--- src/rtl/axis_loopback_fifo.sv ---
`default_nettype none
// +----------------------------------------------------------------------+
// | axis_loopback_fifo : AXI4-Stream loopback FIFO, optional packet mode |
// | Rev 1.0                                                              |
// +----------------------------------------------------------------------+
module axis_loopback_fifo #(
  parameter int DATA_WIDTH  = 32,
  parameter int KEEP_WIDTH  = DATA_WIDTH / 8,
  parameter int DEPTH       = 16,
  parameter int PACKET_MODE = 1
) (
  input  logic                    axi_aclk,
  input  logic                    axi_resetn,
  input  logic [DATA_WIDTH-1:0]   s_axis_tdata,
  input  logic [KEEP_WIDTH-1:0]   s_axis_tkeep,
  input  logic                    s_axis_tvalid,
  output logic                    s_axis_tready,
  input  logic                    s_axis_tlast,
  output logic [DATA_WIDTH-1:0]   m_axis_tdata,
  output logic [KEEP_WIDTH-1:0]   m_axis_tkeep,
  output logic                    m_axis_tvalid,
  input  logic                    m_axis_tready,
  output logic                    m_axis_tlast,
  output logic [$clog2(DEPTH):0]  occupancy,
  output logic [$clog2(DEPTH):0]  pkt_count,
  output logic                    keep_err
);

  localparam int c_AW = $clog2(DEPTH);
  localparam int c_EW = DATA_WIDTH + KEEP_WIDTH + 1;
  localparam logic [c_AW:0] c_ONE  = {{c_AW{1'b0}}, 1'b1};
  localparam logic [c_AW:0] c_FULL = {1'b1, {c_AW{1'b0}}};

  logic [c_EW-1:0] mem_q [DEPTH];
  logic [c_AW:0]   wr_ptr_q;
  logic [c_AW:0]   rd_ptr_q;
  logic [c_AW:0]   occ_q;
  logic [c_AW:0]   occ_d;
  logic [c_AW:0]   pkt_q;
  logic [c_AW:0]   pkt_d;
  logic            keep_err_q;

  logic            full;
  logic            push;
  logic            pop;
  logic            push_last;
  logic            pop_last;
  logic            bad_keep;
  logic            out_valid;
  logic [c_EW-1:0] head;

  // Ready depends only on registered occupancy, so a pop never frees a slot in the same cycle.
  assign full          = (occ_q == c_FULL);
  assign s_axis_tready = axi_resetn & ~full;
  assign push          = s_axis_tvalid & s_axis_tready;
  assign pop           = out_valid & m_axis_tready;
  assign push_last     = push & s_axis_tlast;
  assign pop_last      = pop & m_axis_tlast;

  assign head          = mem_q[rd_ptr_q[c_AW-1:0]];
  assign {m_axis_tlast, m_axis_tkeep, m_axis_tdata} = head;
  assign m_axis_tvalid = out_valid;

  assign bad_keep  = (s_axis_tkeep == '0) | (~s_axis_tlast & (s_axis_tkeep != '1));
  assign occupancy = occ_q;
  assign pkt_count = pkt_q;
  assign keep_err  = keep_err_q;

  always_ff @(posedge axi_aclk) begin
    if (push) begin
      mem_q[wr_ptr_q[c_AW-1:0]] <= {s_axis_tlast, s_axis_tkeep, s_axis_tdata};
    end
  end

  always_comb begin
    occ_d = occ_q;
    if (push && !pop) begin
      occ_d = occ_q + c_ONE;
    end else if (!push && pop) begin
      occ_d = occ_q - c_ONE;
    end
  end

  always_comb begin
    pkt_d = pkt_q;
    if (push_last && !pop_last) begin
      pkt_d = pkt_q + c_ONE;
    end else if (!push_last && pop_last) begin
      pkt_d = pkt_q - c_ONE;
    end
  end

  always_ff @(posedge axi_aclk or negedge axi_resetn) begin
    if (!axi_resetn) begin
      wr_ptr_q   <= '0;
      rd_ptr_q   <= '0;
      occ_q      <= '0;
      pkt_q      <= '0;
      keep_err_q <= 1'b0;
    end else begin
      if (push) begin
        wr_ptr_q <= wr_ptr_q + c_ONE;
      end
      if (pop) begin
        rd_ptr_q <= rd_ptr_q + c_ONE;
      end
      occ_q <= occ_d;
      pkt_q <= pkt_d;
      if (push && bad_keep) begin
        keep_err_q <= 1'b1;
      end
    end
  end

  generate
    if (PACKET_MODE != 0) begin : g_pkt
      typedef enum logic [0:0] {
        ST_HOLD = 1'b0,
        ST_SEND = 1'b1
      } state_t;

      state_t state_q;

      // A full FIFO releases output even without tlast so oversize packets cannot deadlock.
      always_ff @(posedge axi_aclk or negedge axi_resetn) begin
        if (!axi_resetn) begin
          state_q <= ST_HOLD;
        end else begin
          case (state_q)
            ST_HOLD: if ((pkt_q != '0) || full) state_q <= ST_SEND;
            ST_SEND: if (pop_last) state_q <= ST_HOLD;
            default: state_q <= ST_HOLD;
          endcase
        end
      end

      assign out_valid = (state_q == ST_SEND) && (occ_q != '0);
    end else begin : g_cut
      assign out_valid = (occ_q != '0);
    end
  endgenerate

endmodule
`default_nettype wire
--- config.mk ---
export PLATFORM = sky130hd
export DESIGN_NAME = axis_loopback_fifo
export DESIGN_NICKNAME = d
export VERILOG_FILES = /design/src/rtl/axis_loopback_fifo.sv
export SDC_FILE = /design/constraint.sdc
export NUM_CORES = 1
export LEC_CHECK = 0
export CORE_MARGIN = 3
export CORE_UTILIZATION = 40
export CTS_CLUSTER_SIZE = 30
export DETAILED_ROUTE_END_ITERATION = 8
export SYNTH_ARGS = -nofsm -noshare
export SYNTH_HDL_FRONTEND = slang
export SYNTH_SLANG_ARGS = --single-unit
--- constraint.sdc ---
create_clock -name axi_aclk -period 4.5 [get_ports axi_aclk]
set_input_delay 0.45 -clock axi_aclk [delete_from_list [all_inputs] [get_ports axi_aclk]]
set_output_delay 0.45 -clock axi_aclk [all_outputs]
set_load 0.02 [all_outputs]
### Word level (Yosys, flattened, before mapping)

Memory sizes are Yosys's and may differ from the RTL's.
Index checks and enable logic that the tools add are counted.

* register bits after elaboration: 22
* RAM bits: 592
* word-level logic and storage cells: 50
* memories: 1

* $add $sub $neg: 6
* equal/unequal tests: 2
* muxes and demuxes: 9
* bitwise operators: 10
* reduce and logical (&&, ||, !) cells: 16

Memory list
* mem_q: depth 16, bits a word 37, read ports 1, clocked after memory_dff 0, wr ports 1, line 34 `logic [c_EW-1:0] mem_q [DEPTH];`

Operators by type and width (number)
* $add 5x1->5 const B: 4
* $mux 5: 4
* $reduce_bool 5->1: 2
* $sub 5x1->5 const B: 2
* $and 1x1->1: 6
* $logic_and 1x1->1: 6
* $eq 5x5->1 const B: 1
* $logic_not 1->1: 4
* $logic_not 4->1: 1
* $mux 1: 4
* $ne 4x4->1 const B: 1
* $reduce_bool 2->1: 2
* $not 1->1: 3
* $pmux 1 s2: 1
* $logic_or 1x1->1: 1
* $or 1x1->1: 1

### Longest topological paths before layout

* depth in word-level cells: 9
* depth in mapped cells: 14

### Worst setup path before layout

OpenSTA, ideal clock, no wires.

* path type: reg-to-reg
* from: register occ_q[1], in the netlist occupancy[1]
* to: memory mem_q[0][0] (netlist bit) (enable)
* setup time: 0.477 ns
* data arrival time: 3.834 ns
* path slack: 0.189 ns
* stages on the path, launching flop included: 6
* clock period less this slack: 4.311 ns
* cell sequence: dfrtp_1 -> or3_1 -> o311a_1 -> clkbuf_1 -> nand2_1 -> nor3_1

* word-level cells in the longest chain between the ends: 6

RTL lines
* from (decl): line 37 `logic [c_AW:0] occ_q;`
* from (signal assigned): line 97 `occ_q <= '0;`
* from (signal assigned): line 107 `occ_q <= occ_d;`
* $eq 5x5->1: line 53 `assign full = (occ_q == c_FULL);`
* $not 1->1: line 54 `assign s_axis_tready = axi_resetn & ~full;`
* $and 1x1->1: line 54
* $and 1x1->1: line 55 `assign push = s_axis_tvalid & s_axis_tready;`
* via push: line 44 `logic push;`
* $mux 1: line 70 `if (push) begin`
* $mux 1 (implied by the code): line 71 `mem_q[wr_ptr_q[c_AW-1:0]] <= {s_axis_tlast, s_axis_tkeep, s_axis_tdata};`
* to (decl): line 34

The timed path passes the listed nets, and every way through them passes these cells.

### Worst setup path in the final report

* from: register rd_ptr_q[0]
* to: output port m_axis_tdata[6]

* word-level cells in the longest chain between the ends: 1

RTL lines
* from (decl): line 36 `logic [c_AW:0] rd_ptr_q;`
* from (signal assigned): line 105 `rd_ptr_q <= rd_ptr_q + c_ONE;`
* $mem_v2 16x37
* to (decl): line 19 `output logic [DATA_WIDTH-1:0] m_axis_tdata,`

No other way between the ends.

==> summary.md <==
| Metric | Value |
|---|---|
| Run status | `completed` |
| Synth area leader | `edfxtp_1` |
| Syn avg cell area | `24.4 sq um` |
| Row count | `88` |
| Crit path top cell by count | `mux4_2` |
| Final Cycle Share | `87.7%` |
| YS warnings | `0` |
| Starting DRT DRC Count | `slightly below 900` |
| I/O pins | `91` |
| Setup violators final | `0` |
| Cells after DPL | `1811` |
| Synth cell types | `39` |
| Reg-to-Reg Start | `rd_ptr_q[0]$_DFFE_PN0P_` |
| Critical path cell sequence | `buf_4, mux4_2, mux4_2, clkdlybuf4s50_1` |
| Largest net degree at the start of global routing | `97` |
| Initial antenna violation count | `2` |
| Global-route wire length before repair | `74100 um` |
| Synth area leaders | `edfxtp_1, mux4_2, dfrtp_1` |
| Gr usage total | `between 10% and 20%` |
| Cts bufs inserted | `60` |
| Most frequent cells in the layout | `edfxtp_1, mux4_2, clkdlybuf4s50_1` |
| Worst endpoint data arrival time | `approximately 3.5 ns` |
| Async SR Flop Fraction | `~3.3%` |
| Unrepaired setup endpoints after global routing | `false` |
| Initial Utilization | `40.6%` |
| Total iterations of the first detailed-routing run | `4` |
| Max Cap Viol | `0` |
| Final net count | `1164` |
| Final WL | `49200 um` |
| Post-Syn Instances | `963` |
| Dominant synthesized flop cell | `edfxtp_1` |
| Max-slew violation count | `0` |
| Synthesis-to-finish area growth | `17.1%` |
| Vias | `approximately 10000` |
| Leakage | `0.00862 uW` |
| Height of the die | `249 um` |
| Number of enable flip-flop cells after synthesis | `592` |
| Vias in the first global route | `11100` |
| Number of routed nets with antenna violations | `0` |
| Commonest non-fill, non-tap cell in the layout | `edfxtp_1` |
| Post-route DRC | `0` |
| WS Path Type | `reg -> out` |
| Pwr dens | `620 nW/um^2` |
| Reg-to-reg setup timing slack | `1.24 ns` |
| Critical Path Source | `rd_ptr_q[0]$_DFFE_PN0P_` |
| Worst hold slack | `0.245 ns` |
| CP max-delay cell | `dfrtp_4` |
| Max rail drop VDD | `~590 uV` |
| Root buf cell | `clkbuf_16` |
| Max clock buf depth | `3` |
| Sequential element share of the synthesized area | `77.7%` |
| WL per Instance | `25.6 um` |
| RD Place Congestion | `0.703` |
| Reg clk slew, reported paths | `0.06 ns` |
| Postcts setup bufs | `0` |
| Max-slew headroom | `between 40% and 50%` |
| Cell Area, Synth | `around 24000 sq um` |
| Ratio of cells with drive above 1 in the final layout | `between 20 and 30%` |
| Top delay family on crit path | `multiplexers` |
| Buf+Inv Stages, Crit Path | `2` |
| Clock skew | `0.0124 ns` |
| Global route total overflow | `0` |
| CTS H-tree depth | `2` |
| Setup TNS Final | `0 ns` |
| Worst hold path class | `in -> async` |
| Min Tclk post-route | `3.94 ns` |
| Crit-path max cell delay | `roughly 0.86 ns` |
| Hold Fails Final Rpt | `0` |
| Clock Sinks | `612` |
| Area share of the largest cell type after synthesis | `75.6%` |
| Core Box Area | `approximately 58000 sq um` |
| TritonCTS clock tree | `built` |
| #FFs+latches synth | `612` |
| Critical path launch point type | `flop` |
| Post-CTS Hold Buffers | `0` |
| Diodes inserted | `0` |
| Die ar. | `61800 sq um` |
| Drt via density | `5.40` |
| FF-to-FF End | `pkt_count[4]$_DFFE_PN0P_` |
| WP data required | `4.05 ns` |
| FMAX | `0.253 GHz` |
| Clock latency at the later pin of the worst-skew pair | `0.61 ns` |
| R2R cell count | `12` |
| Slew @ Worst Pin | `approximately 0.8 ns` |
| CP Max Fanout | `30` |
| I/O Buffers | `90` |
| Critical Path End Type | `output port` |
| Post-CTS resize count | `0` |
| Net Count, Synth | `1019` |
| Chip Width | `249 um` |
| Non-Filler Instances | `1924` |
| Post-DP HPWL | `26300 um` |
sequential cells by signal, summed over array words and instances (netlist names):
name           cells
mem_q            592
keep_err           1
wr_ptr_q           4
occupancy          5
pkt_count          5
g_pkt.state_q      1
rd_ptr_q           4
synthesized netlist by cell type, drive strengths merged, types with 2 or more instances:
cell type and count:
mux2i 8, o21ai 7, and3 2, nand2 13
nand2b 2, nand3b 2, xor2 3, buf 27
a21o 4, mux4 181, and2 3, ha 13
nor2 19, nand3 2, nand4 2, fa 2
or3 2, o311a 2, edfxtp 592, a21oi 4
clkbuf 21, inv 6, nor3 4, dfrtp 20
xnor2 11, mux2 3
report_power, final:
| group | switching, uW | internal, uW | total, uW |
|---|---|---|---|
| clock | 2060 | 2790 | 4850 |
| sequential | 394 | 6620 | 7020 |
| combinational | 2470 | 2740 | 5220 |
layout make-up:
class                   instances  area, sq um
repair buffers                131         1330
well taps                     765          957
clock inverters                36          310
clock buffers                  77         1600
multi-input cells             297         5030
fillers                      4740        30400
inverters                       6         22.5
flip-flops and latches        612        18300
stage by stage:
step           cell area, sq um  total power [uW]  worst slack, ns  utilization (%)
3_3_place_gp              25600             12400             1.16             44.3
2_1_floorplan             23500             10600            0.189                -
5_1_grt                   27500             17900            0.373             47.5
6_report                  27500             17100            0.555             47.5
4_1_cts                   27500             17400            0.460             47.5
3_5_place_dp              25600             12500             1.14             44.3
layer usage:
layer	GRT usage (%)	wire, um	vias to the layer above
li1	-	-	4416
met1	22.8	21400	5630
met2	26.1	24500	263
met3	2.79	2340	72
met4	4.10	907	4
met5	0	27	-
how the worst max path moves through the flow:
stage,to,slack [ns],depth (start not counted)
floorplan,mem_q[0][0]$_DFFE_PP_,0.19,5
global placement,m_axis_tdata[6],1.16,4
detailed placement,m_axis_tdata[8],1.14,4
CTS,m_axis_tdata[8],0.46,4
global route,m_axis_tdata[6],0.37,4
finish,m_axis_tdata[6],0.56,4
cells by family (layout without fill, tap and decap cells):
| kind of cell | Yosys count | count (layout) | synth area share [%] |
|---|---|---|---|
| AO/OA/AOI/OAI | 23 | 23 | 0.660 |
| XOR/XNOR | 14 | 14 | 0.521 |
| adder cells (fa/ha/maj) | 15 | 15 | 0.862 |
| buffers and inverters | 54 | 250 | 1.40 |
| flip-flops | 612 | 612 | 77.7 |
| multiplexers | 192 | 192 | 17.8 |
| AND/OR/NAND/NOR | 53 | 53 | 1.05 |
Note: power is estimated with default switching activity, not from simulation.
